$ cat src/rtl/inst_fetch_bridge_pkg.sv
// Shared types and constants for the instruction fetch bridge.
// Holds bus widths, FSM encodings and the timeout counter sizing helper.
package inst_fetch_bridge_pkg;

  localparam int INST_ADDR_BUS = 32;
  localparam int INST_BUS      = 32;

  localparam logic [31:0] IFB_NOP = 32'h0000_0000;

  typedef enum logic [1:0] {
    IFB_IDLE  = 2'd0,
    IFB_REQ   = 2'd1,
    IFB_WAIT  = 2'd2,
    IFB_DRAIN = 2'd3
  } ifb_state_e;

  function automatic int tmo_cnt_w(input int n);
    int w;
    w = $clog2(n + 1);
    return (w < 8) ? 8 : w;
  endfunction

endpackage

$ cat src/rtl/inst_fetch_bridge_if.sv
// Instruction memory read port: req/gnt address phase, rvalid data phase.
// The bridge drives it through the master modport.
interface inst_fetch_bridge_if
  import inst_fetch_bridge_pkg::*;
#(
  parameter int ADDR_W = INST_ADDR_BUS,
  parameter int DATA_W = INST_BUS
);

  logic              mem_req_o;
  logic [ADDR_W-1:0] mem_addr_o;
  logic              mem_gnt_i;
  logic              mem_rvalid_i;
  logic [DATA_W-1:0] mem_rdata_i;

  modport master (
    output mem_req_o,
    output mem_addr_o,
    input  mem_gnt_i,
    input  mem_rvalid_i,
    input  mem_rdata_i
  );

  modport slave (
    input  mem_req_o,
    input  mem_addr_o,
    output mem_gnt_i,
    output mem_rvalid_i,
    output mem_rdata_i
  );

endinterface

$ cat src/rtl/inst_fetch_bridge_buffer.sv
// One-entry fetch buffer: tag/data/valid register with a
// combinational hit compare against the current fetch tag.
module inst_fetch_bridge_buffer #(
  parameter int TAG_W  = 30,
  parameter int DATA_W = 32
) (
  input  logic              clk,
  input  logic              rst,
  input  logic              flush,
  input  logic              wr_en,
  input  logic [TAG_W-1:0]  wr_tag,
  input  logic [DATA_W-1:0] wr_data,
  input  logic              ce,
  input  logic [TAG_W-1:0]  rd_tag,
  output logic              hit,
  output logic [DATA_W-1:0] rd_data
);

  logic              buf_valid;
  logic [TAG_W-1:0]  buf_tag;
  logic [DATA_W-1:0] buf_data;

  always_ff @(posedge clk or negedge rst) begin
    if (!rst) begin
      buf_valid <= 1'b0;
      buf_tag   <= '0;
      buf_data  <= '0;
    end else if (flush) begin
      buf_valid <= 1'b0;
    end else if (wr_en) begin
      buf_valid <= 1'b1;
      buf_tag   <= wr_tag;
      buf_data  <= wr_data;
    end
  end

  assign hit = ce & buf_valid & (buf_tag == rd_tag) & ~flush;
  assign rd_data = buf_data;

endmodule

$ cat src/rtl/inst_fetch_bridge.sv
// Fetch bridge between the core's ROM port and a req/gnt/rvalid memory.
// Optional IFB_TIMEOUT_EN adds a wait timeout with a sticky err_o.
module inst_fetch_bridge
  import inst_fetch_bridge_pkg::*;
#(
  parameter int ADDR_W         = INST_ADDR_BUS,
  parameter int DATA_W         = INST_BUS,
  parameter int TIMEOUT_CYCLES = 255
) (
  input  logic              clk,
  input  logic              rst,
  input  logic              ce_i,
  input  logic [ADDR_W-1:0] addr_i,
  output logic [DATA_W-1:0] inst_o,
  output logic              stallreq_o,
  input  logic              flush_i,
`ifdef IFB_TIMEOUT_EN
  output logic              err_o,
`endif
  inst_fetch_bridge_if.master mem
);

  localparam int TW = ADDR_W - 2;

  ifb_state_e        state;
  logic [ADDR_W-1:0] req_addr;
  logic              hit;
  logic [DATA_W-1:0] buf_data;
  logic              start;
  logic              rv_fill;
  logic              wr_en;
  logic [DATA_W-1:0] wr_data;
  logic              tmo;
  logic              unused_bits;

  assign unused_bits = ^{addr_i[1:0], req_addr[1:0]};

  inst_fetch_bridge_buffer #(
    .TAG_W (TW),
    .DATA_W(DATA_W)
  ) u_buf (
    .clk,
    .rst,
    .flush  (flush_i),
    .wr_en,
    .wr_tag (req_addr[ADDR_W-1:2]),
    .wr_data,
    .ce     (ce_i),
    .rd_tag (addr_i[ADDR_W-1:2]),
    .hit,
    .rd_data(buf_data)
  );

  assign inst_o     = hit ? buf_data : '0;
  assign stallreq_o = ce_i & ~hit;
  assign start      = ce_i & ~hit & ~flush_i;

  // Real data wins over a timeout landing in the same cycle
  assign rv_fill = (state == IFB_WAIT) & mem.mem_rvalid_i & ~flush_i;
  assign wr_en   = rv_fill | tmo;
  assign wr_data = rv_fill ? mem.mem_rdata_i : DATA_W'(IFB_NOP);

  assign mem.mem_req_o  = (state == IFB_REQ);
  assign mem.mem_addr_o = {req_addr[ADDR_W-1:2], 2'b00};

`ifdef IFB_TIMEOUT_EN
  localparam int CW = tmo_cnt_w(TIMEOUT_CYCLES);

  ifb_state_e    prev;
  logic [CW-1:0] cnt;
  logic [CW-1:0] age;
  logic          busy;

  // age restarts at zero on the first cycle of every state
  assign busy = (state == IFB_REQ) || (state == IFB_WAIT);
  assign age  = (state != prev) ? '0 : cnt;
  assign tmo  = busy & ~flush_i &
                (age == CW'(TIMEOUT_CYCLES - 1));

  always_ff @(posedge clk or negedge rst) begin
    if (!rst) begin
      prev  <= IFB_IDLE;
      cnt   <= '0;
      err_o <= 1'b0;
    end else begin
      prev <= state;
      cnt  <= age + 1'b1;
      if (tmo) err_o <= 1'b1;
    end
  end
`else
  localparam int unused_tmo = TIMEOUT_CYCLES;
  assign tmo = 1'b0;
`endif

  always_ff @(posedge clk or negedge rst) begin
    if (!rst) begin
      state    <= IFB_IDLE;
      req_addr <= '0;
    end else begin
      unique case (state)
        IFB_IDLE: begin
          if (start) begin
            req_addr <= addr_i;
            state    <= IFB_REQ;
          end
        end
        IFB_REQ: begin
          if (flush_i || tmo)
            state <= mem.mem_gnt_i ? IFB_DRAIN : IFB_IDLE;
          else if (mem.mem_gnt_i)
            state <= IFB_WAIT;
        end
        IFB_WAIT: begin
          if (flush_i)
            state <= mem.mem_rvalid_i ? IFB_IDLE : IFB_DRAIN;
          else if (mem.mem_rvalid_i)
            state <= IFB_IDLE;
          else if (tmo)
            state <= IFB_DRAIN;
        end
        IFB_DRAIN: begin
          if (mem.mem_rvalid_i) state <= IFB_IDLE;
        end
      endcase
    end
  end

endmodule

$ cat src/flat_wrapper.sv
// flat-port wrapper written by rule: the top's interface ports become plain ports
module inst_fetch_bridge_flat import inst_fetch_bridge_pkg::*;
#(
  parameter int ADDR_W         = INST_ADDR_BUS,
  parameter int DATA_W         = INST_BUS,
  parameter int TIMEOUT_CYCLES = 255
)
  (clk, rst, ce_i, addr_i, inst_o, stallreq_o, flush_i, mem_mem_req_o, mem_mem_addr_o, mem_mem_gnt_i, mem_mem_rvalid_i, mem_mem_rdata_i);
  inst_fetch_bridge_if #(.ADDR_W(ADDR_W), .DATA_W(DATA_W)) mem_i ();
  input  logic clk;
  input  logic rst;
  input  logic ce_i;
  input  logic [ADDR_W-1:0] addr_i;
  output logic [DATA_W-1:0] inst_o;
  output logic stallreq_o;
  input  logic flush_i;
  output wire logic [$bits(mem_i.mem_req_o)-1:0] mem_mem_req_o;
  output wire logic [$bits(mem_i.mem_addr_o)-1:0] mem_mem_addr_o;
  input wire logic [$bits(mem_i.mem_gnt_i)-1:0] mem_mem_gnt_i;
  input wire logic [$bits(mem_i.mem_rvalid_i)-1:0] mem_mem_rvalid_i;
  input wire logic [$bits(mem_i.mem_rdata_i)-1:0] mem_mem_rdata_i;
  assign mem_mem_req_o = mem_i.mem_req_o;
  assign mem_mem_addr_o = mem_i.mem_addr_o;
  assign mem_i.mem_gnt_i = mem_mem_gnt_i;
  assign mem_i.mem_rvalid_i = mem_mem_rvalid_i;
  assign mem_i.mem_rdata_i = mem_mem_rdata_i;
  inst_fetch_bridge #(.ADDR_W(ADDR_W), .DATA_W(DATA_W), .TIMEOUT_CYCLES(TIMEOUT_CYCLES)) u_core (.clk(clk), .rst(rst), .ce_i(ce_i), .addr_i(addr_i), .inst_o(inst_o), .stallreq_o(stallreq_o), .flush_i(flush_i), .mem(mem_i));
endmodule
$ cat config.mk
export PLATFORM = sky130hd
export DESIGN_NAME = inst_fetch_bridge_flat
export DESIGN_NICKNAME = d
export VERILOG_FILES = /design/src/rtl/inst_fetch_bridge_pkg.sv /design/src/rtl/inst_fetch_bridge_if.sv /design/src/rtl/inst_fetch_bridge_buffer.sv /design/src/rtl/inst_fetch_bridge.sv /design/src/flat_wrapper.sv
export SDC_FILE = /design/constraint.sdc
export NUM_CORES = 1
export LEC_CHECK = 0
export ABC_AREA = 1
export CAP_MARGIN = 10
export CORE_ASPECT_RATIO = 0.75
export CORE_MARGIN = 2
export CORE_UTILIZATION = 45
export DETAILED_ROUTE_END_ITERATION = 8
export PLACE_DENSITY = 0.75
export SYNTH_ARGS = -nofsm -noshare
export SYNTH_HDL_FRONTEND = slang
export SYNTH_HIERARCHICAL = 1
export SYNTH_SLANG_ARGS = --single-unit
$ cat constraint.sdc
create_clock -name clk -period 1.94 [get_ports clk]
set_input_delay 0.388 -clock clk [delete_from_list [all_inputs] [get_ports clk]]
set_output_delay 0.388 -clock clk [all_outputs]
set_load 0.01 [all_outputs]
# Word level (Yosys, flattened, before mapping)
# Index checks and enable logic that the tools add are counted.
# word_totals
register_bits,97
input_bits,70
output_inout_bits,66
wordCells,36
# classes
n_eq_ne,6
mux,11
bitwise,9
n_reduce_logical,5
# ops
cell,count
$mux W32,1
$eq A30 B30 Y1,1
$mux W2,7
$pmux W2 S4,1
$and A1 B1 Y1,7
$reduce_and A2 Y1,3
$eq A2 B2 Y1 const B,2
$ne A3 B2 Y1 const B,1
$eq A2 B1 Y1 const B,1
$logic_not A2 Y1,1
$mux W1,2
$ne A2 B1 Y1 const B,1
$not A1 Y1,2
$reduce_bool A2 Y1,1

# Longest topological paths before layout
# depth
ltp_word,8
depth_mapped,14

# Cells and area by module
# Netlist, hierarchy kept.
# modules_own_cells
module,n_inst,cells_each,area_per_inst_um2
inst_fetch_bridge_buffer,1,337,3106.7
inst_fetch_bridge,1,292,2120.8

# Least setup slack after synthesis
# No wires, ideal clock.
# synth_timing
path_kind,register -> register
start,register u_core.state[0]
end,"register u_core.u_buf.buf_data[0], in the netlist u_core/u_buf/rd_data[0]"
setup_time_ps,125
arrival_time_ps,1667
required_time_ps,1815
setup_slack_ps,148
path_stages_with_launch,10
synth_period_minus_slack_ps,1792
cell_sequence,dfrtp_1 > inv_1 > nand4_2 > buf_2 > inv_1 > inv_1 > or2_1 > buf_6 > buf_6 > mux2_4
# synth_between
elab_chain_cells,4
# synth_rtl
element,line_no,rtl
from (decl),inst_fetch_bridge.sv:25,ifb_state_e state;
from (signal assigned),inst_fetch_bridge.sv:110,state <= mem.mem_gnt_i ? IFB_DRAIN : IFB_IDLE;
from (signal assigned),inst_fetch_bridge.sv:116,state <= mem.mem_rvalid_i ? IFB_IDLE : IFB_DRAIN;
$eq A2 B2 Y1,inst_fetch_bridge.sv:59,assign rv_fill = (state == IFB_WAIT) & mem.mem_rvalid_i & ~flush_i;
$and A1 B1 Y1 (2 in series),inst_fetch_bridge.sv:59,
via u_core.rv_fill,inst_fetch_bridge.sv:30,logic rv_fill;
$reduce_and A2 Y1 (no line),-,
to (signal assigned),inst_fetch_bridge_buffer.sv:33,buf_data <= wr_data;
to (decl),inst_fetch_bridge_buffer.sv:21,logic [DATA_W-1:0] buf_data;
# The timed path passes the listed nets, and every way through them passes these cells.
# A chain may end at the register's enable or synchronous reset.

# Worst setup path in the final report
# layout_timing
start,input port flush_i
end,output port inst_o[24]
# layout_between
elab_chain_cells,3
# layout_rtl
element,line_no,rtl
from (decl),flat_wrapper.sv:16,input logic flush_i;
$not A1 Y1,inst_fetch_bridge_buffer.sv:37,assign hit = ce & buf_valid & (buf_tag == rd_tag) & ~flush;
$and A1 B1 Y1,inst_fetch_bridge_buffer.sv:37,
via u_core.hit,inst_fetch_bridge.sv:27,logic hit;
$mux W32,inst_fetch_bridge.sv:54,assign inst_o = hit ? buf_data : '0;
to (decl),flat_wrapper.sv:14,output logic [DATA_W-1:0] inst_o;
# The timed path passes the listed nets, and every way through them passes these cells.

==> results.sh <==
export IMPL_antenna_found_initial=1
export IMPL_half_perimeter_wire_length_of_the_detailed_placement_result_um=8940
export IMPL_multi_input_area_sq_um=2300
export IMPL_synth_seq_cells=95
export IMPL_final_instance_area_sq_um=7850
export IMPL_synth_compound_gate_area_share_pct=7.80
export IMPL_post_synth_mux_area_share_pct=10.3
export IMPL_period_share_pct=126
export IMPL_fin_setup_tns_ps=-25690
export IMPL_layout_cells_most_common="sky130_fd_sc_hd__inv_1"
export IMPL_routed_wirelength_um=14300
export IMPL_grt_overflow_total=0
export IMPL_min_delay_path_class="in2reg"
export IMPL_final_min_clock_period_ps=2440
export IMPL_path_max_fanout=8
export IMPL_status="finished with violations"
export IMPL_commonest_cells_after_routing_fill_and_taps_aside="sky130_fd_sc_hd__inv_1, sky130_fd_sc_hd__nand2_1, sky130_fd_sc_hd__dfrtp_1"
export IMPL_grt_pass1_vias=4883
export IMPL_die_height_um=97.3
export IMPL_register_area_sq_um=2380
export IMPL_regToRegSetupSlack_ps=-360
export IMPL_cts_root_buffer_cell="sky130_fd_sc_hd__clkbuf_16"
export IMPL_detail_route_drc_violations=0
export IMPL_drv_max_cap_violation_count=0
export IMPL_preCtsSetupSlack_ps=-1020
export IMPL_irDropWorstVdd_v=0.000754
export IMPL_yosys_cell_types_count=22
export IMPL_path_clk_slew_ps=70
export IMPL_synth_top_area_share_pct=45.5
export IMPL_worstReg2RegEnd="u_core/req_addr[4]"
export IMPL_syn_area_sq_um=5230
export IMPL_timing_critical_path_from_type="input port"
export IMPL_synth_top_family_by_area="simple AND/OR/NAND/NOR gates"
export IMPL_detailed_place_area_sq_um=6970
export IMPL_synth_xor_area_share_pct=0.168
export IMPL_post_route_util_pct=68.6
export IMPL_top_level_ports=136
export IMPL_power_density_nw_per_um2=1120
export IMPL_cp_data_required_time_ps=1550
export IMPL_rsz0062_at_grt="yes"
export IMPL_synthSimpleGateAreaFrac_pct=20.8
export IMPL_cts_inserted_buffers=9
export IMPL_worst_setup_path_type="in2out"
export IMPL_crit_start="flush_i"
export IMPL_clock_skew_ps=8.04
export IMPL_synth_yosys_seq_area_share_pct=45.5
export IMPL_regToRegStartpoint="u_core/u_buf/buf_tag[12]"
export IMPL_worstRegToRegCells=17
export IMPL_ctsLongestPathBuffers=2
export IMPL_grt_max_degree=33
export IMPL_drt_iter0_markers=196
export IMPL_finalHoldViolCount=0
export IMPL_insertion_delay_ps=340
export IMPL_grt_usage_pct=23.8
export IMPL_core_area_sq_um=11400
export IMPL_hold_worst_slack_ps=454
export IMPL_drt_antenna_violating_nets=0
export IMPL_worst_ep_arrival_time_ps=2060
export IMPL_timing_final_ws_setup_ps=-504
export IMPL_synthDominantAreaCellType="sky130_fd_sc_hd__dfrtp_1"
export IMPL_synthesis_yosys_warnings=6
export IMPL_design_die_area_sq_um=12500
export IMPL_ctsHtreeMaxLevel=3
export IMPL_drive_above_1_share_pct=32.8
export IMPL_fillers=904
export IMPL_hold_path_depth=3
export IMPL_synthesis_instances=629
export IMPL_p_leak_nw=4.72
export IMPL_initial_utilization_pct=45.7
export IMPL_route_detailed_wl_per_inst_um=14.7
export IMPL_finalSetupViolCount=65
export IMPL_die_w_um=128
export IMPL_routed_via_count=4528
export IMPL_drt_first_pass_iters=4
export IMPL_tritoncts="done"
export IMPL_tritoncts_num_sinks=95
export IMPL_yosys_area_share_adder_pct=0
export IMPL_avgViaCountPerCell=4.66
export IMPL_std_cell_rows=34
export IMPL_holdPathEnd="u_core/req_addr[30]"
export IMPL_numPortBuffers=131
export IMPL_worstSetupEndpointType="output pin"
export IMPL_failing_checks="negative setup slack"
export IMPL_synthesis_to_layout_area_growth_pct=50.2
export IMPL_drv_slew=0
export IMPL_crit_path_top_delay_cell="sky130_fd_sc_hd__clkdlybuf4s50_1"
export IMPL_avgSynthCellArea_sq_um=8.31
export IMPL_worst_hold_startpoint="addr_i[30]"
export IMPL_timing_fmax_mhz=409
export IMPL_grt_first_pass_wirelength_um=23700
export IMPL_crit_path_cell_trace="clkdlybuf4s50_1 -> nor2_1 -> nand2_1 -> nor2_1 -> nand2_1 -> nor2_1 -> nand2_1 -> nor2_4 -> buf_6 -> buf_16 -> nand2_2 -> inv_1 -> buf_2"
export IMPL_final_nets=891
export IMPL_routabilityCongestion=0.771
export IMPL_synthTopCellsByArea="sky130_fd_sc_hd__dfrtp_1, sky130_fd_sc_hd__inv_1, sky130_fd_sc_hd__mux2_4"
export IMPL_critical_path_max_stage_delay_ps=440
critical path, delay by kind of cell:
family | cells | cell delay (ps)
simple gates | 8 | 750
buf+inv | 5 | 900
metal layers:
layer	global-route usage, %	vias up	share of wire, %
li1	-	2222	-
met1	31.1	2194	44
met2	40.3	94	51
met3	3.85	18	3.2
met4	8.03	0	1.6
met5	0	-	0
registers in the layout, indices dropped and copies added (netlist names):
| signal | flops |
|---|---|
| u_core/req_addr | 30 |
| u_core/state | 2 |
| u_core/u_buf/buf_valid | 1 |
| u_core/u_buf/rd_data | 32 |
| u_core/u_buf/buf_tag | 30 |
power by group:
group | total (mW) | internal [mW] | leakage (nW) | switching, mW
Combinational | 3.77 | 2.11 | 3.40 | 1.66
Clock | 1.71 | 0.885 | 0.133 | 0.823
Sequential | 3.35 | 2.68 | 1.18 | 0.674
Total | 8.83 | 5.67 | 4.72 | 3.16
cells by family after synthesis:
family	count (synthesis)
DFF	95
AOI/OAI and AO/OA	59
other	1
xor gates and xnor gates	1
muxes	36
and+or+nand+nor	255
buffers and inverters	182
cell usage after synthesis:
library cell               instances
sky130_fd_sc_hd__buf_4             2
sky130_fd_sc_hd__nor2_1           87
sky130_fd_sc_hd__inv_1           156
sky130_fd_sc_hd__buf_2             6
sky130_fd_sc_hd__nand3_4           1
sky130_fd_sc_hd__o21ai_2          30
sky130_fd_sc_hd__nand4_2           1
sky130_fd_sc_hd__nor2_8            1
sky130_fd_sc_hd__nand3_1           4
sky130_fd_sc_hd__a21oi_1          28
sky130_fd_sc_hd__inv_2             1
sky130_fd_sc_hd__xnor2_1           1
sky130_fd_sc_hd__dfrtp_1          95
sky130_fd_sc_hd__mux2_4           36
sky130_fd_sc_hd__buf_6            14
sky130_fd_sc_hd__nand2_2          30
sky130_fd_sc_hd__or2_1             1
sky130_fd_sc_hd__nor2_4            1
sky130_fd_sc_hd__clkbuf_1          3
sky130_fd_sc_hd__nand2_1         129
sky130_fd_sc_hd__conb_1            1
sky130_fd_sc_hd__o21ai_0           1
cell type report:
| cell class | instances | share of cell area (%) |
|---|---|---|
| antenna | 1 | 0.0319 |
| tap | 144 | 2.29 |
| clock inverter | 7 | 0.701 |
| multi-input combinational | 353 | 29.3 |
| sequential | 95 | 30.3 |
| clock buffer | 9 | 2.87 |
| inverter | 157 | 7.50 |
| timing repair buffer | 205 | 27.0 |
how the worst max path moves through the flow:
stage               slack (ps)  cells after the start                       to
finish                    -500                     13               inst_o[24]
global route              -630                     14               inst_o[28]
CTS                       -510                     14               inst_o[22]
detailed placement       -1020                     14               inst_o[11]
global placement          -990                     13               inst_o[20]
floorplan                  150                      9  u_core/u_buf/rd_data[0]
timing repair:
item                       CTS  global route
setup endpoints to repair   66            66
hold buffers                 1             0
hold endpoints to repair    17             0
gates cloned                10             1
buffers inserted            29             4
pin swaps                   17             9
resized for setup          240            40
stage by stage:
stage,power [mW],cells
6_report,8.83,971
5_1_grt,9.37,971
4_1_cts,8.95,978
3_5_place_dp,6.46,923
3_3_place_gp,6.28,923
2_1_floorplan,4.87,630
Power figures use the tool's default switching activity.
